## src/rtl/mem_arbiter_pkg.sv

```systemverilog
// Shared types and constants for the byte-serial unified RAM arbiter.
// State encodings are 3 bits wide; access lengths follow the MEM-stage encoding.
package mem_arbiter_pkg;

  typedef enum logic [2:0] {
    ST_IDLE   = 3'd0,
    ST_IF_RD  = 3'd1,
    ST_MEM_RD = 3'd2,
    ST_MEM_WR = 3'd3,
    ST_DONE   = 3'd4
  } arb_state_t;

  localparam logic [1:0] MEM_LEN_BYTE = 2'b00;
  localparam logic [1:0] MEM_LEN_HALF = 2'b01;
  localparam logic [1:0] MEM_LEN_WORD = 2'b10;

  // Length code 11 is treated as a word access.
  function automatic logic [2:0] len_to_bytes(input logic [1:0] len);
    case (len)
      MEM_LEN_BYTE: len_to_bytes = 3'd1;
      MEM_LEN_HALF: len_to_bytes = 3'd2;
      default:      len_to_bytes = 3'd4;
    endcase
  endfunction

endpackage

```

## src/rtl/mem_arbiter.sv

```systemverilog
// Shares the byte-wide unified RAM port between instruction fetch and load/store,
// serialising 1/2/4-byte little-endian accesses into consecutive byte cycles.
module mem_arbiter
  import mem_arbiter_pkg::*;
#(
  parameter int RAM_ADDR_W = 17
) (
  input  logic                  clk,
  input  logic                  rst,
  input  logic                  if_req_i,
  input  logic [31:0]           if_addr_i,
  input  logic                  if_flush_i,
  output logic [31:0]           if_data_o,
  output logic                  if_done_o,
  input  logic                  mem_req_i,
  input  logic                  mem_we_i,
  input  logic [1:0]            mem_len_i,
  input  logic [31:0]           mem_addr_i,
  input  logic [31:0]           mem_wdata_i,
  output logic [31:0]           mem_rdata_o,
  output logic                  mem_done_o,
  output logic [RAM_ADDR_W-1:0] ram_addr_o,
  output logic                  ram_wr_o,
  output logic [7:0]            ram_dout_o,
  input  logic [7:0]            ram_din_i
);

  arb_state_t state_q, next_state;

  logic [2:0]            cnt_q;
  logic [2:0]            n_q;
  logic [RAM_ADDR_W-1:0] base_q;
  logic [31:0]           wdata_q;
  logic [31:0]           asm_q;

  logic                  accept_mem;
  logic                  accept_if;
  logic [31:0]           asm_next;
  logic [7:0]            wr_byte_next;
  logic [RAM_ADDR_W-1:0] addr_next;

  // Wrapping modulo 2^32 and then truncating equals wrapping modulo 2^RAM_ADDR_W,
  // so only the low address bits are ever kept.
  logic unused_addr_hi;
  assign unused_addr_hi = ^{if_addr_i[31:RAM_ADDR_W], mem_addr_i[31:RAM_ADDR_W]};

  assign addr_next = base_q + RAM_ADDR_W'(cnt_q) + RAM_ADDR_W'(1);

  always_ff @(posedge clk) begin
    if (!rst) state_q <= ST_IDLE;
    else      state_q <= next_state;
  end

  always_comb begin
    next_state = state_q;
    accept_mem = 1'b0;
    accept_if  = 1'b0;
    case (state_q)
      ST_IDLE: begin
        if (mem_req_i) begin
          accept_mem = 1'b1;
          next_state = mem_we_i ? ST_MEM_WR : ST_MEM_RD;
        end else if (if_req_i && !if_flush_i) begin
          accept_if  = 1'b1;
          next_state = ST_IF_RD;
        end
      end
      ST_IF_RD: begin
        if (if_flush_i)          next_state = ST_IDLE;
        else if (cnt_q == n_q)   next_state = ST_DONE;
      end
      ST_MEM_RD: begin
        if (cnt_q == n_q)        next_state = ST_DONE;
      end
      ST_MEM_WR: begin
        if (cnt_q == n_q - 3'd1) next_state = ST_DONE;
      end
      ST_DONE:  next_state = ST_IDLE;
      default:  next_state = ST_IDLE;
    endcase
  end

  // The byte addressed in cycle k arrives during cycle k+1, so in cycle c the
  // RAM is returning byte c-1.
  always_comb begin
    asm_next = asm_q;
    case (cnt_q)
      3'd1:    asm_next[7:0]   = ram_din_i;
      3'd2:    asm_next[15:8]  = ram_din_i;
      3'd3:    asm_next[23:16] = ram_din_i;
      3'd4:    asm_next[31:24] = ram_din_i;
      default: asm_next = asm_q;
    endcase
  end

  always_comb begin
    case (cnt_q[1:0])
      2'd0:    wr_byte_next = wdata_q[15:8];
      2'd1:    wr_byte_next = wdata_q[23:16];
      default: wr_byte_next = wdata_q[31:24];
    endcase
  end

  always_ff @(posedge clk) begin
    if (!rst) begin
      cnt_q       <= '0;
      n_q         <= '0;
      base_q      <= '0;
      wdata_q     <= '0;
      asm_q       <= '0;
      if_data_o   <= '0;
      if_done_o   <= 1'b0;
      mem_rdata_o <= '0;
      mem_done_o  <= 1'b0;
      ram_addr_o  <= '0;
      ram_wr_o    <= 1'b0;
      ram_dout_o  <= '0;
    end else begin
      if_done_o  <= 1'b0;
      mem_done_o <= 1'b0;
      case (state_q)
        ST_IDLE: begin
          cnt_q      <= '0;
          asm_q      <= '0;
          ram_wr_o   <= 1'b0;
          ram_addr_o <= '0;
          if (accept_mem) begin
            base_q     <= mem_addr_i[RAM_ADDR_W-1:0];
            n_q        <= len_to_bytes(mem_len_i);
            wdata_q    <= mem_wdata_i;
            ram_addr_o <= mem_addr_i[RAM_ADDR_W-1:0];
            if (mem_we_i) begin
              ram_wr_o   <= 1'b1;
              ram_dout_o <= mem_wdata_i[7:0];
            end
          end else if (accept_if) begin
            base_q     <= if_addr_i[RAM_ADDR_W-1:0];
            n_q        <= 3'd4;
            ram_addr_o <= if_addr_i[RAM_ADDR_W-1:0];
          end
        end
        ST_IF_RD, ST_MEM_RD: begin
          cnt_q <= cnt_q + 3'd1;
          asm_q <= asm_next;
          if (next_state == ST_IDLE) begin
            asm_q      <= '0;
            ram_addr_o <= '0;
          end else if (next_state == ST_DONE) begin
            ram_addr_o <= '0;
            if (state_q == ST_IF_RD) begin
              if_done_o <= 1'b1;
              if_data_o <= asm_next;
            end else begin
              mem_done_o  <= 1'b1;
              mem_rdata_o <= asm_next;
            end
          end else if (cnt_q < n_q - 3'd1) begin
            ram_addr_o <= addr_next;
          end
        end
        ST_MEM_WR: begin
          cnt_q <= cnt_q + 3'd1;
          if (next_state == ST_DONE) begin
            ram_wr_o   <= 1'b0;
            ram_addr_o <= '0;
            mem_done_o <= 1'b1;
          end else begin
            ram_addr_o <= addr_next;
            ram_dout_o <= wr_byte_next;
          end
        end
        ST_DONE: begin
          cnt_q      <= '0;
          ram_wr_o   <= 1'b0;
          ram_addr_o <= '0;
        end
        default: begin
          ram_wr_o   <= 1'b0;
          ram_addr_o <= '0;
        end
      endcase
    end
  end

endmodule

```

## config.mk

```make
export PLATFORM = sky130hd
export DESIGN_NAME = mem_arbiter
export DESIGN_NICKNAME = d
export VERILOG_FILES = /design/src/rtl/mem_arbiter_pkg.sv /design/src/rtl/mem_arbiter.sv
export SDC_FILE = /design/constraint.sdc
export NUM_CORES = 1
export LEC_CHECK = 0
export BUFFER_PORTS_ARGS = -buffer_cell sky130_fd_sc_hd__buf_2
export CORE_UTILIZATION = 25
export DETAILED_ROUTE_END_ITERATION = 8
export PLACE_DENSITY_LB_ADDON = 0.2
export SKIP_LAST_GASP = 1
export SLEW_MARGIN = 20
export SYNTH_ARGS = -nofsm -noshare
export SYNTH_HDL_FRONTEND = slang
export SYNTH_SLANG_ARGS = --single-unit
export TNS_END_PERCENT = 50
```

## constraint.sdc

```tcl
create_clock -name clk -period 2.7 [get_ports clk]
set_input_delay 0.27 -clock clk [delete_from_list [all_inputs] [get_ports clk]]
set_output_delay 0.27 -clock clk [all_outputs]
set_load 0.1 [all_outputs]
```

==> reports/qor_table.md, run 1 <==
| Parameter | Value | Unit |
|:---|:---|:---|
| Number of pins with negative max-slew slack in the final report | 0 | - |
| Delay contributed by the slowest stage of the critical path | 480 | ps |
| Clock period minus worst slack | 2480 | ps |
| Ratio of cells with drive above 1 in the final layout | 0.240 | - |
| Clock sink count | 174 | - |
| Reg-to-reg critical path endpoint | mem_rdata_o[3]$_SDFFE_PN0P_ | - |
| Number of antenna violations at the first check in global routing | 1 | - |
| Final Hold Vio Count | 0 | - |
| Total wire length after detailed routing | 22.0 | mm |
| Setup TNS after final layout | 0 | ps |
| Final cycle utilization of the critical path | 0.919 | - |
| Filler instances | 3130 | - |
| # H-tree levels | 4 | - |
| Maximum VDD drop | 0.000389 | V |
| Via count of the first global-routing pass | 6162 | - |
| Post-CTS setup buffers | 0 | - |
| Number of nets in the layout | 1115 | - |
| Number of flops mapped to enable cells by yosys | 0 | - |
| Ports | 204 | - |
| Internal portion of total power | 0.00483 | W |
| Die ar. | 30300 | um2 |
| Post-route DRC violation count | 0 | - |
| Die boundary width | 174 | um |
| Die outline height | 174 | um |
| Logic depth of the worst register-to-register path | 7 | - |
| Worst setup path end | mem_rdata_o[3]$_SDFFE_PN0P_ | - |
| Sequential-to-total area share from yosys stat | 0.471 | - |
| Average instance area after synthesis | 8.84 | um2 |
| Detailed Place HPWL | 15.1 | mm |
| Combined area of the multi-input logic cells | 3580 | um2 |
| Synthesis warning total | 0 | - |
| CP endpoint kind | flop | - |
| Mean number of vias per cell | 4.63 | - |
| Switching part of the total power | 0.391 | - |
| DR iter-0 viols | 331 | - |
| Cts repair resizes | 0 | - |
| Skew-Pair Late Insertion Delay | 430 | ps |
| Setup crit start kind | flop | - |
| Gr usage total | 0.146 | - |
| Worst clock skew | 16.0 | ps |
| Leading area contributor after synthesis | sky130_fd_sc_hd__dfxtp_1 | - |
| Top cells by area, synth | sky130_fd_sc_hd__dfxtp_1, sky130_fd_sc_hd__a211oi_1, sky130_fd_sc_hd__nor2_1 | - |
| Site Rows | 62 | - |
| Maximum fanout count along the critical path | 64 | - |
| Unique cell type count in the Yosys netlist | 54 | - |
| Static leakage power | 3.69 | nW |
| Combinational share of power | 0.302 | - |
| Transition at the pin with the smallest max-transition slack | 650 | ps |
| Most common cell after layout, fill and taps aside | sky130_fd_sc_hd__dfxtp_1 | - |
| Pin count of the biggest net entering global routing | 114 | - |
| Min-Delay Path Class | in2reg | - |
| Max Freq | 0.403 | GHz |
| Chain of cells forming the critical path | inv_1 > ha_1 > or3_1 > nor4b_2 > buf_12 > nor2_1 > a211oi_1 | - |
| Core box area | 28900 | um2 |
| Routability Congestion | 0.745 | - |
| Final hold slack | 73.9 | ps |
| Clock network fraction of design power | 0.326 | - |
| Cell area after placement | 8710 | um2 |
| Setup Viol. Count Final | 0 | - |
| Post-synth design cell area | 7400 | um2 |
| Register Area | 3480 | um2 |
| Run status | finished, final reports clean | - |
| Sw Pwr | 0.00310 | W |
| Data arrival time of the critical path | 2820 | ps |
| First-pass GRT wire length | 34.8 | mm |
| Total overflow reported by the global router | 0 | - |
| Clock Path Buffers | 2 | - |
| DR vias | 6425 | - |
| Part of the total power dissipated in sequential elements | 0.372 | - |
| Port Buffers | 173 | - |
| Register-to-register setup slack | 220 | ps |
| Worst EP required | 3030 | ps |
| Post-synthesis async set-or-reset flop share | 0 | - |
| Unrepaired setup endpoints after global routing | no | - |
| Number of instances in the synthesized netlist | 837 | - |
| Top FF cell, synth | sky130_fd_sc_hd__dfxtp_1 | - |
| Net count after synthesis | 962 | - |
| Synth-to-Final Area Change | 26.0 | % |
| Most frequent cells in the layout | sky130_fd_sc_hd__dfxtp_1, sky130_fd_sc_hd__buf_2, sky130_fd_sc_hd__nor2_1 | - |
| CTS Root Cell | sky130_fd_sc_hd__clkbuf_16 | - |
| TritonCTS buffer count | 17 | - |
| Clock tree from TritonCTS | done | - |
| Initial Util | 0.256 | - |
| FF-to-FF Start | cnt_q[0]$_SDFFE_PN0P_ | - |
| Critical path start-end classification | reg2reg | - |
| Post-detailed-route count of antenna-violating nets | 0 | - |
| Hold Path Cell Cnt | 3 | - |
| Detailed-routing iteration count for the pre-antenna-repair pass | 4 | - |
| Max stage delay cell, worst path | sky130_fd_sc_hd__or3_1 | - |
| Proportion of netlist area held by the largest area contributor | 0.471 | - |
| Max_slew headroom | 0.565 | - |
| Worst-path clk slew | 70 | ps |
| Avg WL per Cell | 15.9 | um |
| Post-layout instance area | 9320 | um2 |
| Crit. Startpoint | cnt_q[0]$_SDFFE_PN0P_ | - |
| Max-cap viol count | 0 | - |
| Power per unit of standard cell area | 851 | nW/um2 |
| Number of buffers inserted for hold repair after clock tree synthesis | 0 | - |
| FF+latch count, synth | 174 | - |
[power groups by stage]
stage | logic, W | clock network [W] | registers, W
4_1_cts | 0.00242 | 0.00268 | 0.00295
6_report | 0.00239 | 0.00259 | 0.00295
3_5_place_dp | 0.00241 | 0 | 0.00301
3_3_place_gp | 0.00241 | 0 | 0.00301
5_1_grt | 0.00255 | 0.00278 | 0.00298
2_1_floorplan | 0.000836 | 0 | 0.00405
[cell type report]
cell class | count | share of cell area
Clock buffer | 19 | 0.0475
Antenna cell | 1 | 0.000269
Multi-Input combinational cell | 584 | 0.385
Inverter | 11 | 0.00470
Clock inverter | 12 | 0.0171
Tap cell | 384 | 0.0516
Timing Repair Buffer | 202 | 0.120
Sequential cell | 174 | 0.374
[how the worst min path moves through the flow]
stage                               start                         end  slack, ps
4_1_cts                   mem_wdata_i[23]    wdata_q[23]$_SDFFE_PN0P_         50
6_report                  mem_wdata_i[23]    wdata_q[23]$_SDFFE_PN0P_         70
2_1_floorplan             mem_wdata_i[10]    wdata_q[10]$_SDFFE_PN0P_        410
3_3_place_gp   ram_dout_o[6]$_SDFFE_PN0P_  ram_dout_o[6]$_SDFFE_PN0P_        440
3_5_place_dp     wdata_q[16]$_SDFFE_PN0P_    wdata_q[16]$_SDFFE_PN0P_        450
5_1_grt                   mem_wdata_i[10]    wdata_q[10]$_SDFFE_PN0P_         60
[synth_stat cells, drive strengths merged, types with 7 or more instances]
| master | instances |
|---|---|
| nand3 | 9 |
| nand2 | 95 |
| buf | 34 |
| a21oi | 63 |
| ha | 12 |
| o211ai | 11 |
| xnor2 | 7 |
| nor2b | 8 |
| a22o | 9 |
| inv | 11 |
| dfxtp | 174 |
| nor2 | 123 |
| a211oi | 64 |
| clkbuf | 34 |
| o21ai | 20 |
| xor2 | 12 |
| mux2i | 33 |
| a22oi | 57 |
[through the flow]
step	total power, W	instances	setup WS (ps)	util
after floorplan	0.00489	837	478	-
after CTS	0.00805	1386	137	0.322
after detailed placement	0.00542	1355	146	0.301
after global routing	0.00831	1387	67.2	0.322
after global placement	0.00541	1355	140	0.301
final	0.00793	1387	219	0.322
[sequential cells by signal, summed over array words and instances (netlist names)]
| register | count |
|---|---|
| n_q | 3 |
| base_q | 17 |
| mem_rdata_o | 32 |
| if_done_o | 1 |
| mem_done_o | 1 |
| ram_addr_o | 17 |
| if_data_o | 32 |
| asm_q | 32 |
| ram_dout_o | 8 |
| cnt_q | 3 |
| state_q | 3 |
| wdata_q | 24 |
| ram_wr_o | 1 |
[worst max-delay path, delay by kind of cell (launching register included)]
family          cells  cell delay (ps)
simple gates        3              910
buf+inv             2              450
flops               1              400
fa+ha+maj           1              390
compound gates      1              220
[metal layers]
| metal | up-vias | global-route usage | share of wire |
|---|---|---|---|
| met5 | - | 0 | 0 |
| met4 | 0 | 0.0464 | 0.011 |
| met2 | 111 | 0.232 | 0.46 |
| li1 | 3310 | - | - |
| met3 | 14 | 0.0247 | 0.029 |
| met1 | 2990 | 0.201 | 0.50 |
[kinds of logic (layout without fill, tap and decap cells)]
kind of cell / count (synthesis) / after routing / share of synthesized area
AND/OR/NAND/NOR: 271 / 271 / 0.160
AO/OA/AOI/OAI: 248 / 248 / 0.232
flip-flops: 174 / 174 / 0.471
buffers and inverters: 79 / 244 / 0.0470
multiplexers: 33 / 33 / 0.0447
XOR/XNOR: 19 / 19 / 0.0225
adder cells (fa/ha/maj): 13 / 13 / 0.0230
other: 0 / 1 / 0
Note: power is estimated with default switching activity, not from simulation.
==> inputs of run 2 (changes only) <==
- GPL_TIMING_DRIVEN: not set -> 0
==> reports/qor_table.md, run 2 (synthesized netlist as in run 1, its figures left out) <==
| Parameter | Value | Unit | Change |
|:---|:---|:---|:---|
| Final Hold Vio Count | 0 | - | unchanged |
| Via count of the first global-routing pass | 6553 | - | +6.3% |
| # H-tree levels | 4 | - | unchanged |
| Max_slew headroom | 0.365 | - | -0.201 |
| Total overflow reported by the global router | 0 | - | unchanged |
| Data arrival time of the critical path | 3020 | ps | +200 ps |
| Critical path start-end classification | reg2reg | - |  |
| Avg WL per Cell | 17.1 | um | +8.0% |
| Detailed-routing iteration count for the pre-antenna-repair pass | 5 | - | +1 |
| Register Area | 3480 | um2 | unchanged |
| Worst clock skew | 15.7 | ps | -0.237 ps |
| Logic depth of the worst register-to-register path | 8 | - | +1 |
| Site Rows | 62 | - | unchanged |
| Final cycle utilization of the critical path | 0.981 | - | +0.0621 |
| Static leakage power | 3.65 | nW | -1.1% |
| Filler instances | 3080 | - | -1.6% |
| Max-cap viol count | 0 | - | unchanged |
| Clock tree from TritonCTS | done | - |  |
| Number of antenna violations at the first check in global routing | 0 | - | -1 |
| Number of nets in the layout | 1144 | - | +2.6% |
| Clock period minus worst slack | 2650 | ps | +168 ps |
| CTS Root Cell | sky130_fd_sc_hd__clkbuf_16 | - |  |
| First-pass GRT wire length | 37.5 | mm | +7.5% |
| Logic depth of the worst setup path including buffers | 8 | - | +1 |
| Power per unit of standard cell area | 840 | nW/um2 | -1.3% |
| Util after Layout | 0.321 | - | -0.00104 |
| Transition at the pin with the smallest max-transition slack | 946 | ps | +296 ps |
| Detailed Place HPWL | 17.9 | mm | +18% |
| Diode count | 0 | - | -1 |
| Clock sink count | 174 | - | unchanged |
| Post-detailed-route count of antenna-violating nets | 0 | - | unchanged |
| Biggest registers after layout | asm_q (32), if_data_o (32), mem_rdata_o (32) | - |  |
| Cts repair resizes | 3 | - | +3 |
| Delay contributed by the slowest stage of the critical path | 780 | ps | +300 ps |
| Mean number of vias per cell | 4.78 | - | +3.1% |
| Post-CTS setup buffers | 0 | - | unchanged |
| Core box area | 28900 | um2 | unchanged |
| Die boundary width | 174 | um | unchanged |
| Port Buffers | 164 | - | -5.2% |
| Initial Util | 0.256 | - | unchanged |
| Min-Delay Path Class | in2reg | - |  |
| TritonCTS buffer count | 17 | - | unchanged |
| Max Freq | 0.378 | GHz | -6.3% |
| Gr usage total | 0.160 | - | +0.0137 |
| Worst EP required | 3070 | ps | +40 ps |
| DR iter-0 viols | 338 | - | +2.1% |
| Unrepaired setup endpoints after global routing | yes | - |  |
| Overall Power | 0.00780 | W | -1.7% |
| Setup crit start kind | flop | - |  |
| DR vias | 6764 | - | +5.3% |
| Number of pins with negative max-slew slack in the final report | 0 | - | unchanged |
| Total wire length after detailed routing | 24.3 | mm | +10% |
| Clock Path Buffers | 2 | - | unchanged |
| Run status | finished, final reports clean | - |  |
| Skew-Pair Late Insertion Delay | 430 | ps | about the same |
| Hold Path Cell Cnt | 3 | - | unchanged |
| Setup Viol. Count Final | 0 | - | unchanged |
| Synth-to-Final Area Change | 25.6 | % |  |
| Pin count of the biggest net entering global routing | 17 | - | -85% |
| Combined area of the multi-input logic cells | 3580 | um2 | unchanged |
| Most frequent cells in the layout | sky130_fd_sc_hd__buf_2, sky130_fd_sc_hd__dfxtp_1, sky130_fd_sc_hd__nor2_1 | - |  |
| Family of cells with the greatest summed delay on the critical path | simple AND/OR/NAND/NOR gates | - |  |
| Bufs and invs on worst path | 1 | - | -1 |
| Die outline height | 174 | um | unchanged |
| Worst-path clk slew | 80 | ps | about the same |
| Ports | 204 | - | unchanged |
| Max stage delay cell, worst path | sky130_fd_sc_hd__nor3_1 | - |  |
| Post-route DRC violation count | 0 | - | unchanged |
| Routability Congestion | 0.806 | - | +8.2% |
| Most common cell after layout, fill and taps aside | sky130_fd_sc_hd__buf_2 | - |  |
| Ratio of cells with drive above 1 in the final layout | 0.220 | - | -0.0196 |
| Maximum fanout count along the critical path | 6 | - | -91% |
| Chain of cells forming the critical path | inv_1 > ha_1 > ha_1 > nor2b_1 > o21a_1 > o21a_1 > nor3_1 > a221o_1 | - |  |
| Number of buffers inserted for hold repair after clock tree synthesis | 0 | - | unchanged |
| Final hold slack | 68.7 | ps | -5.17 ps |
| Die ar. | 30300 | um2 | unchanged |
| CP endpoint kind | flop | - |  |
| Maximum VDD drop | 0.000435 | V | +12% |
## run 2: cell types whose count changed in the layout (fill, tap and decap cells not counted), sizes merged
cell    change
clkbuf     +37
buf         -6
bufinv      -3
inv         +3
clkinv      -1
diode       -1
## run 2: worst paths after layout
kind | startpoint | slack (ps) | end
max | n_q[0]$_SDFFE_PN0P_ | 50 | ram_addr_o[12]$_SDFFE_PN0P_
min | mem_wdata_i[31] | 70 | wdata_q[31]$_SDFFE_PN0P_
max reg2reg | n_q[0]$_SDFFE_PN0P_ | 50 | ram_addr_o[12]$_SDFFE_PN0P_
min reg2reg | ram_dout_o[7]$_SDFFE_PN0P_ | 450 | ram_dout_o[7]$_SDFFE_PN0P_
## run 2: power breakdown
part | internal [W] | switching (W) | total (W) | leakage [nW]
Clock | 0.00128 | 0.00113 | 0.00241 | 0.279
Combinational | 0.000528 | 0.00190 | 0.00243 | 1.96
Sequential | 0.00280 | 0.000152 | 0.00295 | 1.42
Total | 0.00461 | 0.00319 | 0.00780 | 3.65
## run 2: stage by stage
stage               instance area, um2  worst slack (ps)  cells  TNS, ps
finish                            9290              51.1   1416        0
global route                      9290             -94.4   1416     -960
CTS                               9270             -21.6   1417    -79.1
detailed placement                8700              -167   1385    -1420
global placement                  8700              -159   1385    -1390
floorplan                         7400               478    837        0
## run 2: layout make-up
class                   instances  share of cell area
repair buffers                164              0.0884
clock inverters                11              0.0104
flip-flops and latches        174               0.375
clock buffers                  21              0.0507
multi-input cells             584               0.386
inverters                      11             0.00445
plain buffers                  67              0.0334
well taps                     384              0.0517
## run 2: per-layer routing
| layer | vias up | wire (um) | GRT usage | part of all wire |
|---|---|---|---|---|
| li1 | 3366 | - | - | - |
| met1 | 3241 | 12100 | 0.222 | 0.50 |
| met3 | 24 | 731 | 0.0256 | 0.030 |
| met2 | 133 | 11100 | 0.254 | 0.46 |
| met5 | - | 0 | 0 | 0 |
| met4 | 0 | 359 | 0.0504 | 0.015 |
## run 2: worst reg2reg max path, cell delays in order, from the launching register on
cell	delay [ps]
sky130_fd_sc_hd__dfxtp_1	330
sky130_fd_sc_hd__inv_1	70
sky130_fd_sc_hd__ha_1	290
sky130_fd_sc_hd__ha_1	320
sky130_fd_sc_hd__nor2b_1	140
sky130_fd_sc_hd__o21a_1	180
sky130_fd_sc_hd__o21a_1	200
sky130_fd_sc_hd__nor3_1	780
sky130_fd_sc_hd__a221o_1	280
